$ cat src/rtl/winograd_pre_transform_ctrl.sv
// winograd_pre_transform_ctrl
//   Computes the F(4x4,3x3) Winograd input-tile transform V = B^T * d * B on a
//   stream of 6x6 tiles. The work is done by one shared 6-point B^T product
//   (the 1D unit). A column pass builds T = B^T * d, and a row pass produces
//   V = T * B one row at a time.
//
//   Ports:
//     clk, rst       rising-edge clock; synchronous active-high reset
//     start          pulse that begins a job of num_tiles tiles (ignored while busy)
//     num_tiles      number of tiles in the job, sampled when start is accepted
//     busy, done     busy while a job runs; done pulses for 1 cycle as busy drops
//     in_valid/in_ready/in_row    input row stream, element k at [32k+31:32k]
//     out_valid/out_ready/out_row output row stream (row i of V), element j at [32j+31:32j]
//     out_row_idx    row index i (0..5) of out_row
//     out_last_row   high when out_row_idx == 5 (qualify with out_valid)
//     out_tile_idx   0-based index of the tile being output
//     dbg_state      current FSM state, for observation only
//
//   Handshake: a row moves on a rising edge where valid and ready are both high.
//   The producer holds valid and the data stable until that edge. Here, ready
//   and valid are decoded purely from the FSM state, so neither one depends
//   combinationally on the other side.
module winograd_pre_transform_ctrl #(
  parameter int DATA_W = 32,
  parameter int CNT_W  = 16
) (
  input  logic                clk,
  input  logic                rst,
  input  logic                start,
  input  logic [CNT_W-1:0]    num_tiles,
  output logic                busy,
  output logic                done,
  input  logic                in_valid,
  output logic                in_ready,
  input  logic [6*DATA_W-1:0] in_row,
  output logic                out_valid,
  input  logic                out_ready,
  output logic [6*DATA_W-1:0] out_row,
  output logic [2:0]          out_row_idx,
  output logic                out_last_row,
  output logic [CNT_W-1:0]    out_tile_idx,
  output logic [1:0]          dbg_state
);

  localparam logic [1:0] S_IDLE = 2'd0;
  localparam logic [1:0] S_LOAD = 2'd1;
  localparam logic [1:0] S_COL  = 2'd2;
  localparam logic [1:0] S_OUT  = 2'd3;

  logic [1:0]        state;
  logic [2:0]        row_cnt;
  logic [2:0]        col_cnt;
  logic [CNT_W-1:0]  num_q;
  logic [DATA_W-1:0] d_mem [6][6];
  logic [DATA_W-1:0] t_mem [6][6];
  logic [DATA_W-1:0] u_in  [6];
  logic [DATA_W-1:0] u_out [6];

  assign busy         = (state != S_IDLE);
  assign in_ready     = (state == S_LOAD);
  assign out_valid    = (state == S_OUT);
  assign out_last_row = (out_row_idx == 3'd5);
  assign dbg_state    = state;

  // The shared unit reads column j of D during the column pass. At all other
  // times it reads row i of T. T only changes during the column pass, so
  // out_row stays stable while the output is stalled.
  always_comb begin
    for (int k = 0; k < 6; k++) begin
      if (state == S_COL) u_in[k] = d_mem[k][col_cnt];
      else                u_in[k] = t_mem[out_row_idx][k];
    end
  end

  // 6-point B^T product. Shift-and-add form; all arithmetic wraps mod 2^DATA_W.
  always_comb begin
    u_out[0] = (u_in[0] << 2) - (u_in[2] << 2) - u_in[2] + u_in[4];
    u_out[1] = u_in[3] + u_in[4] - (u_in[1] << 2) - (u_in[2] << 2);
    u_out[2] = (u_in[1] << 2) - (u_in[2] << 2) - u_in[3] + u_in[4];
    u_out[3] = (u_in[3] << 1) - (u_in[1] << 1) - u_in[2] + u_in[4];
    u_out[4] = (u_in[1] << 1) - (u_in[3] << 1) - u_in[2] + u_in[4];
    u_out[5] = (u_in[1] << 2) - (u_in[3] << 2) - u_in[3] + u_in[5];
  end

  always_comb begin
    out_row = '0;
    for (int j = 0; j < 6; j++) out_row[DATA_W*j +: DATA_W] = u_out[j];
  end

  always_ff @(posedge clk) begin
    if (rst) begin
      state        <= S_IDLE;
      done         <= 1'b0;
      row_cnt      <= '0;
      col_cnt      <= '0;
      num_q        <= '0;
      out_row_idx  <= '0;
      out_tile_idx <= '0;
      for (int r = 0; r < 6; r++) begin
        for (int c = 0; c < 6; c++) begin
          d_mem[r][c] <= '0;
          t_mem[r][c] <= '0;
        end
      end
    end else begin
      done <= 1'b0;
      case (state)
        S_IDLE: begin
          if (start) begin
            if (num_tiles != '0) begin
              num_q        <= num_tiles;
              row_cnt      <= '0;
              col_cnt      <= '0;
              out_row_idx  <= '0;
              out_tile_idx <= '0;
              state        <= S_LOAD;
            end else begin
              // An empty job completes at once without touching the datapath.
              done <= 1'b1;
            end
          end
        end
        S_LOAD: begin
          if (in_valid) begin
            for (int k = 0; k < 6; k++) d_mem[row_cnt][k] <= in_row[DATA_W*k +: DATA_W];
            if (row_cnt == 3'd5) begin
              col_cnt <= '0;
              state   <= S_COL;
            end else begin
              row_cnt <= row_cnt + 3'd1;
            end
          end
        end
        S_COL: begin
          for (int k = 0; k < 6; k++) t_mem[k][col_cnt] <= u_out[k];
          if (col_cnt == 3'd5) begin
            out_row_idx <= '0;
            state       <= S_OUT;
          end else begin
            col_cnt <= col_cnt + 3'd1;
          end
        end
        default: begin // S_OUT
          if (out_ready) begin
            if (out_row_idx == 3'd5) begin
              out_row_idx <= '0;
              row_cnt     <= '0;
              if ((out_tile_idx + CNT_W'(1)) == num_q) begin
                done  <= 1'b1;
                state <= S_IDLE;
              end else begin
                out_tile_idx <= out_tile_idx + CNT_W'(1);
                state        <= S_LOAD;
              end
            end else begin
              out_row_idx <= out_row_idx + 3'd1;
            end
          end
        end
      endcase
    end
  end

endmodule
$ cat config.mk
export PLATFORM = sky130hd
export DESIGN_NAME = winograd_pre_transform_ctrl
export DESIGN_NICKNAME = d
export VERILOG_FILES = /design/src/rtl/winograd_pre_transform_ctrl.sv
export SDC_FILE = /design/constraint.sdc
export NUM_CORES = 2
export LEC_CHECK = 0
export ABC_AREA = 1
export CAP_MARGIN = 20
export CORE_UTILIZATION = 60
export DETAILED_ROUTE_END_ITERATION = 8
export PLACE_DENSITY = 0.75
export SKIP_CTS_REPAIR_TIMING = 1
export SYNTH_ARGS = -nofsm -noshare
export SYNTH_HDL_FRONTEND = slang
export SYNTH_SLANG_ARGS = --single-unit
$ cat constraint.sdc
create_clock -name clk -period 19.6 [get_ports clk]
set_input_delay 2.94 -clock clk [delete_from_list [all_inputs] [get_ports clk]]
set_output_delay 2.94 -clock clk [all_outputs]
set_load 0.02 [all_outputs]
==> flow_summary.ini <==
[logic_synthesis]
synth_fp_nets = 12172
post_synth_top_flop = sky130_fd_sc_hd__edfxtp_1
netlist.top_cell.by_area = sky130_fd_sc_hd__edfxtp_1
syn_avg_cell_area_um2 = 10.3
post_synth_instance_area_um2 = 117000
register_area_share_after_synthesis_pct = 58.5
top_area_cells_in_the_synthesized_netlist = sky130_fd_sc_hd__edfxtp_1, sky130_fd_sc_hd__nor2_1, sky130_fd_sc_hd__fa_1
synth_cell_type_count = 59
post_synth_inst_count = 11409
synth-seq-cells = 2302
yosysWarnings = 0
synth-edff-count = 2255
synthDominantCellAreaShare_pct = 57.7
synthArstFlopShare_pct = 0

[place]
dp.final_hpwl_mm = 299
pre_cts_slack_ns = 8.06
io_buffer_count = 430
routabilityCongestion = 1.06

[die]
num_io_pins = 431
start_util_pct = 60.7
die_w_um = 444
placement_rows = 161
core_um2 = 193000
die_h_um = 444
die-area_um2 = 197000

[sta]
worst_pin_slew_ns = 1.50
fin_crit_ns = 12.70
timing_hold_violations_final = 0
timing.final.max_slew_violations = 0
setup_tns_ns = 0
post_route_clock_period_utilization_pct = 64.8
relSlewSlack_pct = 0.0160
final.setup_skew_ns = 0.101
grt_setup_unrepaired = no
setup_viol_count_final = 0
clock.fmax_mhz = 78.7
setup_slack_ns = 6.90

[grt]
grt_util_all_layers_pct = 42.4
global_route_wire_length_before_repair_mm = 600
number_of_antenna_violations_at_the_first_check_in_global_routing = 51
first_global_vias = 87485
globalRouteOverflowTotal = 0
pin_count_of_the_biggest_net_entering_global_routing = 162

[clock_network]
worst_skew_pair.late_latency_ns = 0.93
path_clk_slew_ns = 0.07
cts_root_buffer = sky130_fd_sc_hd__clkbuf_16
cts-htree-levels = 4
ctsLongestPathBuffers = 3
tritoncts_num_sinks = 2302
cts_tree = yes
tritoncts.num_buffers = 223

[drt]
totalWireLength_mm = 424
first_pass_iters = 7
vias_per_cell = 6.40
post-route-drc-count = 0
detail_route.wl_per_cell_um = 29.4
detailedRoute.firstIterationViolations = 15782
detail-route-antenna-nets = 0
routed-via-count = 92348

[layout]
n_fill_cell = 14446
net_count_of_the_finished_layout = 12444
areaGrowthSynthToFinish_pct = 12.4
seqCellArea_um2 = 68700
fraction_of_layout_cells_with_a_size_suffix_above_1_pct = 5.48
multi_input_area_um2 = 42300

[worst_setup_path]
critPathLaunchType = flip-flop
crit_required_ns = 16.66
worst_setup_path_end_kind = output pin
crit_arrival_ns = 9.76
critPathKind = flip-flop to output pin
crit_fanout = 49

[hold_path]
class_of_the_most_critical_hold_timing_path = flip-flop to flip-flop

[outcome]
run_status = completed

[flow_run]
drv.max_cap_violation_count = 0
==> kinds of logic after synthesis <==
family                   share of synthesized area [%]
multiplexers                                     0.836
buffers and inverters                             5.64
adder cells (fa/ha/maj)                           8.14
AO/OA/AOI/OAI                                     9.26
flip-flops                                        58.5
XOR/XNOR                                          1.24
AND/OR/NAND/NOR                                   16.4
==> worst max-delay path, stage by stage, from the launching register on <==
cell and delay (ns):
sky130_fd_sc_hd__dfxtp_4 0.52, sky130_fd_sc_hd__inv_6 0.38, sky130_fd_sc_hd__buf_4 0.63, sky130_fd_sc_hd__buf_4 0.65, sky130_fd_sc_hd__buf_4 0.63, sky130_fd_sc_hd__a21oi_1 0.12, sky130_fd_sc_hd__a221oi_1 0.89, sky130_fd_sc_hd__o22ai_1 0.19
sky130_fd_sc_hd__inv_1 0.47, sky130_fd_sc_hd__fa_1 0.54, sky130_fd_sc_hd__fa_1 0.52, sky130_fd_sc_hd__inv_1 0.04, sky130_fd_sc_hd__ha_1 0.36, sky130_fd_sc_hd__nand2_1 0.16, sky130_fd_sc_hd__nor3_1 0.69, sky130_fd_sc_hd__nand3_1 0.38
sky130_fd_sc_hd__nand2_1 0.22, sky130_fd_sc_hd__xnor2_1 0.51, sky130_fd_sc_hd__inv_1 0.14, sky130_fd_sc_hd__clkdlybuf4s50_1 0.59
==> state kept, by name, indices dropped and copies added (netlist names), named ones only <==
| register | cells |
|---|---|
| out_row_idx | 3 |
| col_cnt | 3 |
| dbg_state | 2 |
| d_mem | 1134 |
| out_tile_idx | 16 |
| done | 1 |
| num_q | 16 |
| row_cnt | 3 |
| t_mem | 1121 |
==> layer usage <==
| metal | GRT usage, % | routed length (um) |
|---|---|---|
| met4 | 16.2 | 18600 |
| met3 | 14.5 | 68300 |
| met5 | 0.830 | 171 |
| met1 | 59.8 | 156000 |
| met2 | 60.7 | 180000 |
==> synthesized netlist by cell type (49+ instances only) <==
| master | instances |
|---|---|
| sky130_fd_sc_hd__o21ai_0 | 413 |
| sky130_fd_sc_hd__clkbuf_1 | 470 |
| sky130_fd_sc_hd__a21oi_1 | 596 |
| sky130_fd_sc_hd__edfxtp_1 | 2255 |
| sky130_fd_sc_hd__a21o_1 | 49 |
| sky130_fd_sc_hd__mux2i_1 | 98 |
| sky130_fd_sc_hd__nor2_1 | 2639 |
| sky130_fd_sc_hd__inv_1 | 1080 |
| sky130_fd_sc_hd__a221oi_1 | 232 |
| sky130_fd_sc_hd__xor2_1 | 67 |
| sky130_fd_sc_hd__a22oi_1 | 127 |
| sky130_fd_sc_hd__nand4_1 | 100 |
| sky130_fd_sc_hd__o211ai_1 | 73 |
| sky130_fd_sc_hd__nand2_1 | 1688 |
| sky130_fd_sc_hd__buf_2 | 88 |
| sky130_fd_sc_hd__a221o_1 | 67 |
| sky130_fd_sc_hd__xnor2_1 | 73 |
| sky130_fd_sc_hd__fa_1 | 356 |
| sky130_fd_sc_hd__nand3_1 | 311 |
| sky130_fd_sc_hd__ha_1 | 194 |
==> layout by cell type, fill, tap and decap left out, types with 98 or more instances in the layout <==
| cell | instances |
|---|---|
| sky130_fd_sc_hd__a21oi_1 | 595 |
| sky130_fd_sc_hd__a221oi_1 | 232 |
| sky130_fd_sc_hd__a22oi_1 | 127 |
| sky130_fd_sc_hd__buf_4 | 225 |
| sky130_fd_sc_hd__clkbuf_16 | 223 |
| sky130_fd_sc_hd__clkdlybuf4s50_1 | 430 |
| sky130_fd_sc_hd__edfxtp_1 | 2255 |
| sky130_fd_sc_hd__fa_1 | 356 |
| sky130_fd_sc_hd__ha_1 | 193 |
| sky130_fd_sc_hd__inv_1 | 1077 |
| sky130_fd_sc_hd__mux2i_1 | 98 |
| sky130_fd_sc_hd__nand2_1 | 1664 |
| sky130_fd_sc_hd__nand3_1 | 311 |
| sky130_fd_sc_hd__nand4_1 | 100 |
| sky130_fd_sc_hd__nor2_1 | 2639 |
| sky130_fd_sc_hd__o21ai_0 | 412 |
==> per-stage QoR <==
step	area [um2]	instances	util, %	hold slack [ns]
5_1_grt	132000	14413	68.2	0.506
6_report	132000	14420	68.2	0.470
4_1_cts	132000	14393	68.1	0.469
3_5_place_dp	124000	13977	64.4	0.464
3_3_place_gp	124000	13973	64.3	0.458
2_1_floorplan	117000	11409	-	0.444
==> worst paths after layout <==
kind / start / cells after the start / slack, ns / to
setup reg to reg: flip-flop / 18 / 11.05 / t_mem[2][187]
setup / recovery: flip-flop / 19 / 6.90 / out_row[91]
hold reg to reg: num_q[13] / 2 / 0.47 / num_q[13]
hold / removal: num_q[13] / 2 / 0.47 / num_q[13]
==> cell type report <==
| cell class | instances | area share [%] |
|---|---|---|
| Timing Repair Buffer | 668 | 4.70 |
| Tap cell | 2526 | 2.40 |
| Inverter | 1096 | 3.16 |
| Clock inverter | 138 | 1.16 |
| Sequential cell | 2302 | 52.1 |
| Clock buffer | 278 | 4.39 |
| Multi-Input combinational cell | 7390 | 32.1 |
| Antenna cell | 22 | 0.0417 |
Power is not shown: default switching activity piles up to over one toggle a cycle in this logic, so the estimate is an artifact.
